[src/rtl/perf_monitor_if.sv]
// rtl/perf_monitor_if.sv - registered counter readout port for perf_monitor
interface perf_monitor_if #(
  parameter int ADDR_W = 8,
  parameter int CNT_W  = 32
) ();
  logic              i_rd_en;
  logic [ADDR_W-1:0] i_rd_addr;
  logic [CNT_W-1:0]  o_rd_data;
  logic              o_rd_valid;
  logic              o_rd_err;

  modport master (output i_rd_en, i_rd_addr, input o_rd_data, o_rd_valid, o_rd_err);
  modport slave  (input i_rd_en, i_rd_addr, output o_rd_data, o_rd_valid, o_rd_err);
endinterface

[src/rtl/perf_monitor.sv]
// rtl/perf_monitor.sv - saturating occupancy/usage counters with run control and readout
module perf_monitor #(
  parameter int PROC_COUNT  = 4,
  parameter int PROC_STATES = 11,
  parameter int STATE_W     = 5,
  parameter int ISS_STATES  = 8,
  parameter int ISS_STATE_W = 4,
  parameter int CNT_W       = 32,
  parameter int ADDR_W      = 8
) (
  input  logic                          i_clk,
  input  logic                          i_rstn,
  input  logic                          i_start,
  input  logic                          i_stop,
  input  logic                          i_clear,
  input  logic                          i_finished_task,
  input  logic                          i_queue_empty,
  input  logic [PROC_COUNT*STATE_W-1:0] i_proc_states,
  input  logic [ISS_STATE_W-1:0]        i_issuer_state,
  input  logic                          i_cmd_get,
  input  logic                          i_cmd_source,
  perf_monitor_if.slave                 rd,
  output logic                          o_running,
  output logic                          o_done,
  output logic                          o_bad_state
);
  localparam int BASE_I = 1 + PROC_COUNT * PROC_STATES;
  localparam int BASE_S = BASE_I + ISS_STATES;
  localparam int N_CNT  = BASE_S + 2;

  typedef enum logic [1:0] {S_IDLE, S_RUN, S_HOLD} state_t;
  state_t state;

  logic [CNT_W-1:0] cnt [N_CNT];
  logic [N_CNT-1:0] inc;
  logic             bad;
  logic             stop_cond;
  logic             count_en;
  logic [CNT_W-1:0] rd_mux;
  logic             rd_in_range;

  assign stop_cond = i_stop | (i_finished_task & i_queue_empty);
  assign count_en  = (state == S_RUN) && !stop_cond;

  always_ff @(posedge i_clk or negedge i_rstn) begin
    if (!i_rstn) begin
      state     <= S_IDLE;
      o_running <= 1'b0;
      o_done    <= 1'b0;
    end else begin
      o_done <= 1'b0;
      case (state)
        S_RUN: begin
          if (stop_cond) begin
            state     <= S_HOLD;
            o_running <= 1'b0;
            o_done    <= 1'b1;
          end
        end
        default: begin
          if (i_start) begin
            state     <= S_RUN;
            o_running <= 1'b1;
          end
        end
      endcase
    end
  end

  // One increment bit per counter; out-of-range codes only raise bad
  always_comb begin
    inc = '0;
    bad = 1'b0;
    if (count_en) begin
      inc[0] = 1'b1;
      for (int p = 0; p < PROC_COUNT; p++) begin
        for (int s = 0; s < PROC_STATES; s++) begin
          if (i_proc_states[p*STATE_W +: STATE_W] == STATE_W'(s))
            inc[1 + p*PROC_STATES + s] = 1'b1;
        end
        if (int'(i_proc_states[p*STATE_W +: STATE_W]) >= PROC_STATES)
          bad = 1'b1;
      end
      for (int k = 0; k < ISS_STATES; k++) begin
        if (i_issuer_state == ISS_STATE_W'(k))
          inc[BASE_I + k] = 1'b1;
      end
      if (int'(i_issuer_state) >= ISS_STATES)
        bad = 1'b1;
      inc[BASE_S]     = i_cmd_get & ~i_cmd_source;
      inc[BASE_S + 1] = i_cmd_get &  i_cmd_source;
    end
  end

  always_ff @(posedge i_clk or negedge i_rstn) begin
    if (!i_rstn) begin
      for (int i = 0; i < N_CNT; i++) cnt[i] <= '0;
      o_bad_state <= 1'b0;
    end else if (i_clear) begin
      for (int i = 0; i < N_CNT; i++) cnt[i] <= '0;
      o_bad_state <= 1'b0;
    end else begin
      for (int i = 0; i < N_CNT; i++) begin
        if (inc[i] && (cnt[i] != {CNT_W{1'b1}}))
          cnt[i] <= cnt[i] + CNT_W'(1);
      end
      if (bad) o_bad_state <= 1'b1;
    end
  end

  always_comb begin
    rd_mux = '0;
    for (int i = 0; i < N_CNT; i++) begin
      if (rd.i_rd_addr == ADDR_W'(i)) rd_mux = cnt[i];
    end
  end

  assign rd_in_range = int'(rd.i_rd_addr) < N_CNT;

  // Data holds between reads; valid/err are single-cycle
  always_ff @(posedge i_clk or negedge i_rstn) begin
    if (!i_rstn) begin
      rd.o_rd_data  <= '0;
      rd.o_rd_valid <= 1'b0;
      rd.o_rd_err   <= 1'b0;
    end else if (rd.i_rd_en) begin
      rd.o_rd_valid <= 1'b1;
      rd.o_rd_err   <= !rd_in_range;
      rd.o_rd_data  <= rd_in_range ? rd_mux : '0;
    end else begin
      rd.o_rd_valid <= 1'b0;
      rd.o_rd_err   <= 1'b0;
    end
  end
endmodule
[src/flat_wrapper.sv]
// flat-port wrapper written by rule: the top's interface ports become plain ports
module perf_monitor_flat 
#(
  parameter int PROC_COUNT  = 4,
  parameter int PROC_STATES = 11,
  parameter int STATE_W     = 5,
  parameter int ISS_STATES  = 8,
  parameter int ISS_STATE_W = 4,
  parameter int CNT_W       = 32,
  parameter int ADDR_W      = 8
)
  (i_clk, i_rstn, i_start, i_stop, i_clear, i_finished_task, i_queue_empty, i_proc_states, i_issuer_state, i_cmd_get, i_cmd_source, o_running, o_done, o_bad_state, rd_i_rd_en, rd_i_rd_addr, rd_o_rd_data, rd_o_rd_valid, rd_o_rd_err);
  perf_monitor_if #(.ADDR_W(ADDR_W), .CNT_W(CNT_W)) rd_i ();
  input  logic i_clk;
  input  logic i_rstn;
  input  logic i_start;
  input  logic i_stop;
  input  logic i_clear;
  input  logic i_finished_task;
  input  logic i_queue_empty;
  input  logic [PROC_COUNT*STATE_W-1:0] i_proc_states;
  input  logic [ISS_STATE_W-1:0] i_issuer_state;
  input  logic i_cmd_get;
  input  logic i_cmd_source;
  output logic o_running;
  output logic o_done;
  output logic o_bad_state;
  input wire logic [$bits(rd_i.i_rd_en)-1:0] rd_i_rd_en;
  input wire logic [$bits(rd_i.i_rd_addr)-1:0] rd_i_rd_addr;
  output wire logic [$bits(rd_i.o_rd_data)-1:0] rd_o_rd_data;
  output wire logic [$bits(rd_i.o_rd_valid)-1:0] rd_o_rd_valid;
  output wire logic [$bits(rd_i.o_rd_err)-1:0] rd_o_rd_err;
  assign rd_i.i_rd_en = rd_i_rd_en;
  assign rd_i.i_rd_addr = rd_i_rd_addr;
  assign rd_o_rd_data = rd_i.o_rd_data;
  assign rd_o_rd_valid = rd_i.o_rd_valid;
  assign rd_o_rd_err = rd_i.o_rd_err;
  perf_monitor #(.PROC_COUNT(PROC_COUNT), .PROC_STATES(PROC_STATES), .STATE_W(STATE_W), .ISS_STATES(ISS_STATES), .ISS_STATE_W(ISS_STATE_W), .CNT_W(CNT_W), .ADDR_W(ADDR_W)) u_core (.i_clk(i_clk), .i_rstn(i_rstn), .i_start(i_start), .i_stop(i_stop), .i_clear(i_clear), .i_finished_task(i_finished_task), .i_queue_empty(i_queue_empty), .i_proc_states(i_proc_states), .i_issuer_state(i_issuer_state), .i_cmd_get(i_cmd_get), .i_cmd_source(i_cmd_source), .rd(rd_i), .o_running(o_running), .o_done(o_done), .o_bad_state(o_bad_state));
endmodule
[config.mk]
export PLATFORM = sky130hd
export DESIGN_NAME = perf_monitor_flat
export DESIGN_NICKNAME = d
export VERILOG_FILES = /design/src/rtl/perf_monitor_if.sv /design/src/rtl/perf_monitor.sv /design/src/flat_wrapper.sv
export SDC_FILE = /design/constraint.sdc
export NUM_CORES = 2
export LEC_CHECK = 0
export ABC_CLOCK_PERIOD_IN_PS = 2600
export BUFFER_PORTS_ARGS = -buffer_cell sky130_fd_sc_hd__clkbuf_2
export CAP_MARGIN = 20
export CORE_MARGIN = 1
export CORE_UTILIZATION = 45
export CTS_CLUSTER_SIZE = 16
export DETAILED_ROUTE_END_ITERATION = 6
export PLACE_DENSITY = 0.65
export SETUP_SLACK_MARGIN = 0.2
export SLEW_MARGIN = 20
export SYNTH_ARGS = -nofsm -noshare
export SYNTH_HDL_FRONTEND = slang
export SYNTH_SLANG_ARGS = --single-unit
[constraint.sdc]
create_clock -name i_clk -period 2.6 [get_ports i_clk]
set_clock_uncertainty 0.1 [all_clocks]
set_input_delay 0.39 -clock i_clk [delete_from_list [all_inputs] [get_ports i_clk]]
set_output_delay 0.39 -clock i_clk [all_outputs]
set_load 0.005 [all_outputs]
# Word-level counts from Yosys, hierarchy flattened
# Index checks and enable logic that the tools add are counted.
classes:
  n_addsub: 55
  bitwise_logic: 5
  n_reduce_logical: 122
  eq_ne: 158
  order_cmp: 6
  n_mux: 183
ops:
  columns: ["operator", "count"]
  rows:
  - ["$mux W32", 111]
  - ["$add A32 B1 Y32 const B", 55]
  - ["$mux W1760", 1]
  - ["$ne A32 B32 Y1 const B", 55]
  - ["$eq A8 B6 Y1 const B", 23]
  - ["$eq A8 B5 Y1 const B", 16]
  - ["$reduce_bool A2 Y1", 57]
  - ["$eq A5 B3 Y1 const B", 16]
  - ["$mux W1", 67]
  - ["$eq A8 B4 Y1 const B", 8]
  - ["$eq A5 B4 Y1 const B", 12]
  - ["$logic_and A1 B1 Y1", 56]
  - ["$mux W55", 1]
  - ["$eq A5 B2 Y1 const B", 8]
  - ["$eq A8 B3 Y1 const B", 4]
  - ["$eq A5 B1 Y1 const B", 4]
  - ["$ge A5 B4 Y1 const B", 4]
  - ["$logic_not A5 Y1", 4]
  - ["$eq A4 B3 Y1 const B", 4]
  - ["$eq A8 B2 Y1 const B", 2]
  - ["$eq A4 B2 Y1 const B", 2]
  - ["$eq A8 B1 Y1 const B", 1]
  - ["$logic_not A8 Y1", 1]
  - ["$lt A8 B6 Y1 const B", 1]
  - ["11 further kinds", 16]
totals:
  word_cells: 591
  regBits: 1799
  inputBits: 42
  output_inout_bits: 37

# Longest topological paths before layout
logic_depth:
  word_depth: 57
  ltp_mapped: 14
  mapped_depth_nobuf: 10

# Worst setup path before layout
# No wires, ideal clock.
synth_path:
  kind: "in2reg"
  from: "in rd_i_rd_addr[7]"
  to: "reg u_core.rd.o_rd_data[27]"
  t_required_ns: 2.376
  setup_ns: 0.124
  path_buffers: 3
  slack_ns: -0.124
  arrival_time_ns: 2.500
  stages: 11
  path_cell_list: "buf_2 -> or4b_1 -> buf_2 -> buf_6 -> nor2_4 -> nor4_1 -> a2111oi_0 -> o31ai_1 -> o221ai_1 -> a211oi_1 -> or2_1"
synth_between:
  elab_chain_cells: 57
  elab_cells_between_ends: 112
  classes_between: "order compare (1); eq/ne (54); mux (56); reduce/logical (1)"
synth_rtl:
  columns: ["element", "line_no", "source"]
  rows:
  - ["start, declared", "flat_wrapper.sv:29", "input wire logic [$bits(rd_i.i_rd_addr)-1:0] rd_i_rd_addr;"]
  - ["$logic_not A8 Y1", "perf_monitor.sv:114", "if (rd.i_rd_addr == ADDR_W'(i)) rd_mux = cnt[i];"]
  - ["$mux W32 (55 in a row)", "perf_monitor.sv:114", null]
  - ["$mux W32 *", "perf_monitor.sv:129", "rd.o_rd_data <= rd_in_range ? rd_mux : '0;"]
  - ["end signal, assigned", "perf_monitor.sv:129", null]
  - ["end, declared", "perf_monitor_if.sv:13", "modport slave (input i_rd_en, i_rd_addr, output o_rd_data, o_rd_valid, o_rd_err);"]
# Mark *: on every way between the ends. The rest lies on a longest branch, timed or not.
# A chain may end at the register's enable or synchronous reset.

# Worst setup path in the final report
layout_path:
  from: "reg u_core.cnt[1361] (netlist bit)"
  to: "reg u_core.cnt[1369] (netlist bit)"
layout_between:
  elab_chain_cells: 3
  elab_cells_between_ends: 6
  classes_between: "add/sub (1); eq/ne (1); mux (2); reduce/logical (2)"
layout_rtl:
  columns: ["element", "line_no", "source"]
  rows:
  - ["start, declared", "perf_monitor.sv:34", "logic [CNT_W-1:0] cnt [N_CNT];"]
  - ["start signal, assigned by index", "perf_monitor.sv:105", "cnt[i] <= cnt[i] + CNT_W'(1);"]
  - ["$add A32 B1 Y32 / $ne A32 B32 Y1 (equally long branches)", "perf_monitor.sv:105, perf_monitor.sv:104", null]
  - ["$mux W32 / $logic_and A1 B1 Y1 (equally long branches)", "perf_monitor.sv:104", "if (inc[i] && (cnt[i] != {CNT_W{1'b1}}))"]
  - ["$mux W1760 / $reduce_bool A2 Y1 (equally long branches)", null, null]
# Several ways; a longest one is shown, not always the timed one. The select of a mux whose other input is x is not followed.

==> impl_metrics.ini <==
[sta]
rsz0062_at_grt = yes
setup_ws_ps = -303
relSlewSlack = 0.147
hold_viol = 0
slew_viol_final = 0
setup_viol = 727
period_minus_slack_ps = 2900
fmax_ghz = 0.344
worstMarginPinSlew_ps = 1280
finalCritPeriodShare = 1.12

[floorplanning]
die_x_um = 477
ios = 79
core_mm2 = 0.225
fp.dieArea_mm2 = 0.228
std_cell_rows = 174
die_h_um = 477
start_util = 0.453

[worst_hold_path]
hp-class = in2reg

[clock_network]
cts_tree = yes
ctsLongestPathBuffers = 3
htreeDepth = 4
cts-root-buf = clkbuf_16
cts_buffers = 200
clk_pin_slew_ps = 60
numClockSinks = 1798
worst_skew_pair.late_latency_ps = 910

[placement]
port-buffer-count = 78
gp_congestion = 1.22
hpwl_um = 508000
place_ws_ps = -1630

[grt]
grt_max_degree = 197
grt_pass1_vias = 108000
grt_antenna_before_repair = 119
overflow = 0
grtUsageTotal = 0.542
grt_pass1_wl_um = 857000

[route]
route.detailed.drc = 29
wirelength_um = 644000
drtPass1Iterations = 7
detail-route-antenna-nets = 0
wl_per_cell_um = 36.8
vias = 116000
drt_iter0_markers = 17000
vias_per_cell = 6.63

[synth]
ys_seq_elements = 1798
yosysWarnings = 0
ys_top_cells_by_area = dfrtp_1 44%, xor2_1 8.5%, nor2_1 7.2%, xnor2_1 4.1%, nand3_1 3.6%
synth-main-ff-cell = dfrtp_1
yosysSeqAreaShare = 0.443
synth_area_mm2 = 0.102
synthTopCellsByCount = 1,963 x nor2_1, 1,798 x dfrtp_1, 983 x xor2_1, 853 x nand2_1, 736 x nand3_1
synthCells = 11400
synth.avg_cell_area_um2 = 8.95
synth.most_common_cell = nor2_1
synth_cell_types = 125
synthArstFlopShare = 1.00
synth_edf_count = 0
yosysTopAreaCell = dfrtp_1
syn_nets = 11500
synth_top_area_frac = 0.443

[cells_and_area]
fillCellCount = 18200
area_delta_synth_final_pct = 41.8
layout.nets = 14400
drive_gt1_frac = 0.326
multiInputGateArea_mm2 = 0.0599
regArea_mm2 = 0.0451

[power]
power_mw = 63.2
p_leak_nw = 63.5
powerDensity_mw_per_mm2 = 438
ir_drop_uv = 606

[run]
drv_cap = 0

[worst_setup_path]
start_kind = register
worstPathMaxFanout = 4
critical_path_class = reg2reg
end_kind = register
critPathArrivalTime_ps = 3640
critPathRequiredTime_ps = 3340

[run_status]
status = complete, but fails checks
failed_checks = DRC, setup timing
cell families (layout without fill, tap and decap cells):
kind of cell	after synthesis	count (layout)	synth area share
adder cells (fa/ha/maj)	55	55	0.00677
other	0	85	0
buffers and inverters	717	3795	0.0294
flip-flops	1798	1798	0.443
AO/OA/AOI/OAI	1806	1807	0.122
XOR/XNOR	1458	1458	0.126
AND/OR/NAND/NOR	5438	5447	0.265
multiplexers	85	85	0.00875
critical path: stages, from the launching register on:
cell	delay, ps
dfrtp_1	360
and4_1	250
and4_4	240
and4_1	210
and4_1	240
nand4_1	240
buf_4	240
o311ai_4	370
buf_4	190
buf_6	110
o21ai_0	120
a21oi_2	170
path summary, 6_finish.rpt:
path / from / depth (start not counted) / slack (ps) / to
hold reg to reg: u_core.o_bad_state / 2 / 410 / u_core.o_bad_state
setup reg to reg: u_core.cnt[1361] / 11 / -300 / u_core.cnt[1369]
max in group asynchronous: i_rstn / 4 / 250 / u_core.cnt[471]
setup / recovery: u_core.cnt[1361] / 11 / -300 / u_core.cnt[1369]
hold / removal: i_proc_states[11] / 4 / 70 / u_core.cnt[898]
min in group asynchronous: i_rstn / 3 / 500 / u_core.rd.o_rd_data[9]
per-stage QoR:
| stage | util | hold WS (ps) | cell area, um2 | TNS [ps] | instances |
|---|---|---|---|---|---|
| global route | 0.641 | 89.2 | 144000 | -148180 | 17400 |
| detailed placement | 0.571 | 240 | 128000 | -407890 | 16800 |
| finish | 0.642 | 70.8 | 144000 | -66710 | 17500 |
| CTS | 0.614 | 42.7 | 138000 | -44960 | 17200 |
| floorplan | - | -5.59 | 103000 | -423 | 11400 |
| global placement | 0.571 | 243 | 128000 | -341710 | 16800 |
per-layer routing:
metal	wire length, um	global-route usage	up-vias
met1	206000	0.577	56900
met4	90100	0.597	60
met3	84200	0.225	3408
met2	263000	0.773	9132
li1	-	-	46600
met5	923	0.00399	-
repair_timing:
action	CTS	global route
endpoints found under the setup margin	1560	1735
buffers inserted	50	189
pin swaps	167	418
gates resized for setup	468	1029
hold buffers	10	0
cloned	5	16
endpoints found under the hold margin	524	0
cell usage in the layout, fill, tap and decap left out, drive strengths merged, types with 260 or more instances in the layout:
cell type  Yosys  routed
nand3        737     739
xnor2        475     475
or3          259     260
nand2        855     858
clkbuf       352     370
a22oi        317     317
buf          190    3158
and3         307     307
nor2        1981    1981
a21oi        402     402
xor2         983     983
nand4        457     457
o21ai        402     402
dfrtp       1798    1798
flip-flops by register name, summed over array words and instances (netlist names):
name,flops
u_core.cnt,1760
u_core.o_bad_state,1
u_core.o_done,1
u_core.rd.o_rd_data,32
u_core.rd.o_rd_err,1
u_core.rd.o_rd_valid,1
u_core.state,2
power by group:
group	switching, mW	internal (mW)	leakage (nW)
combinational	3.18	1.63	35.2
sequential	0.119	28.1	24.9
clock	13.0	17.2	3.37
final cells by class:
| class | count | area share |
|---|---|---|
| Multi-Input combinational cell | 8852 | 0.416 |
| Sequential cell | 1798 | 0.313 |
| Timing Repair Buffer | 3248 | 0.191 |
| Clock buffer | 290 | 0.0405 |
| Tap cell | 2992 | 0.0260 |
| Clock inverter | 82 | 0.00736 |
| Inverter | 175 | 0.00465 |
| Antenna cell | 85 | 0.00148 |
Note: power is estimated with default switching activity, not from simulation.
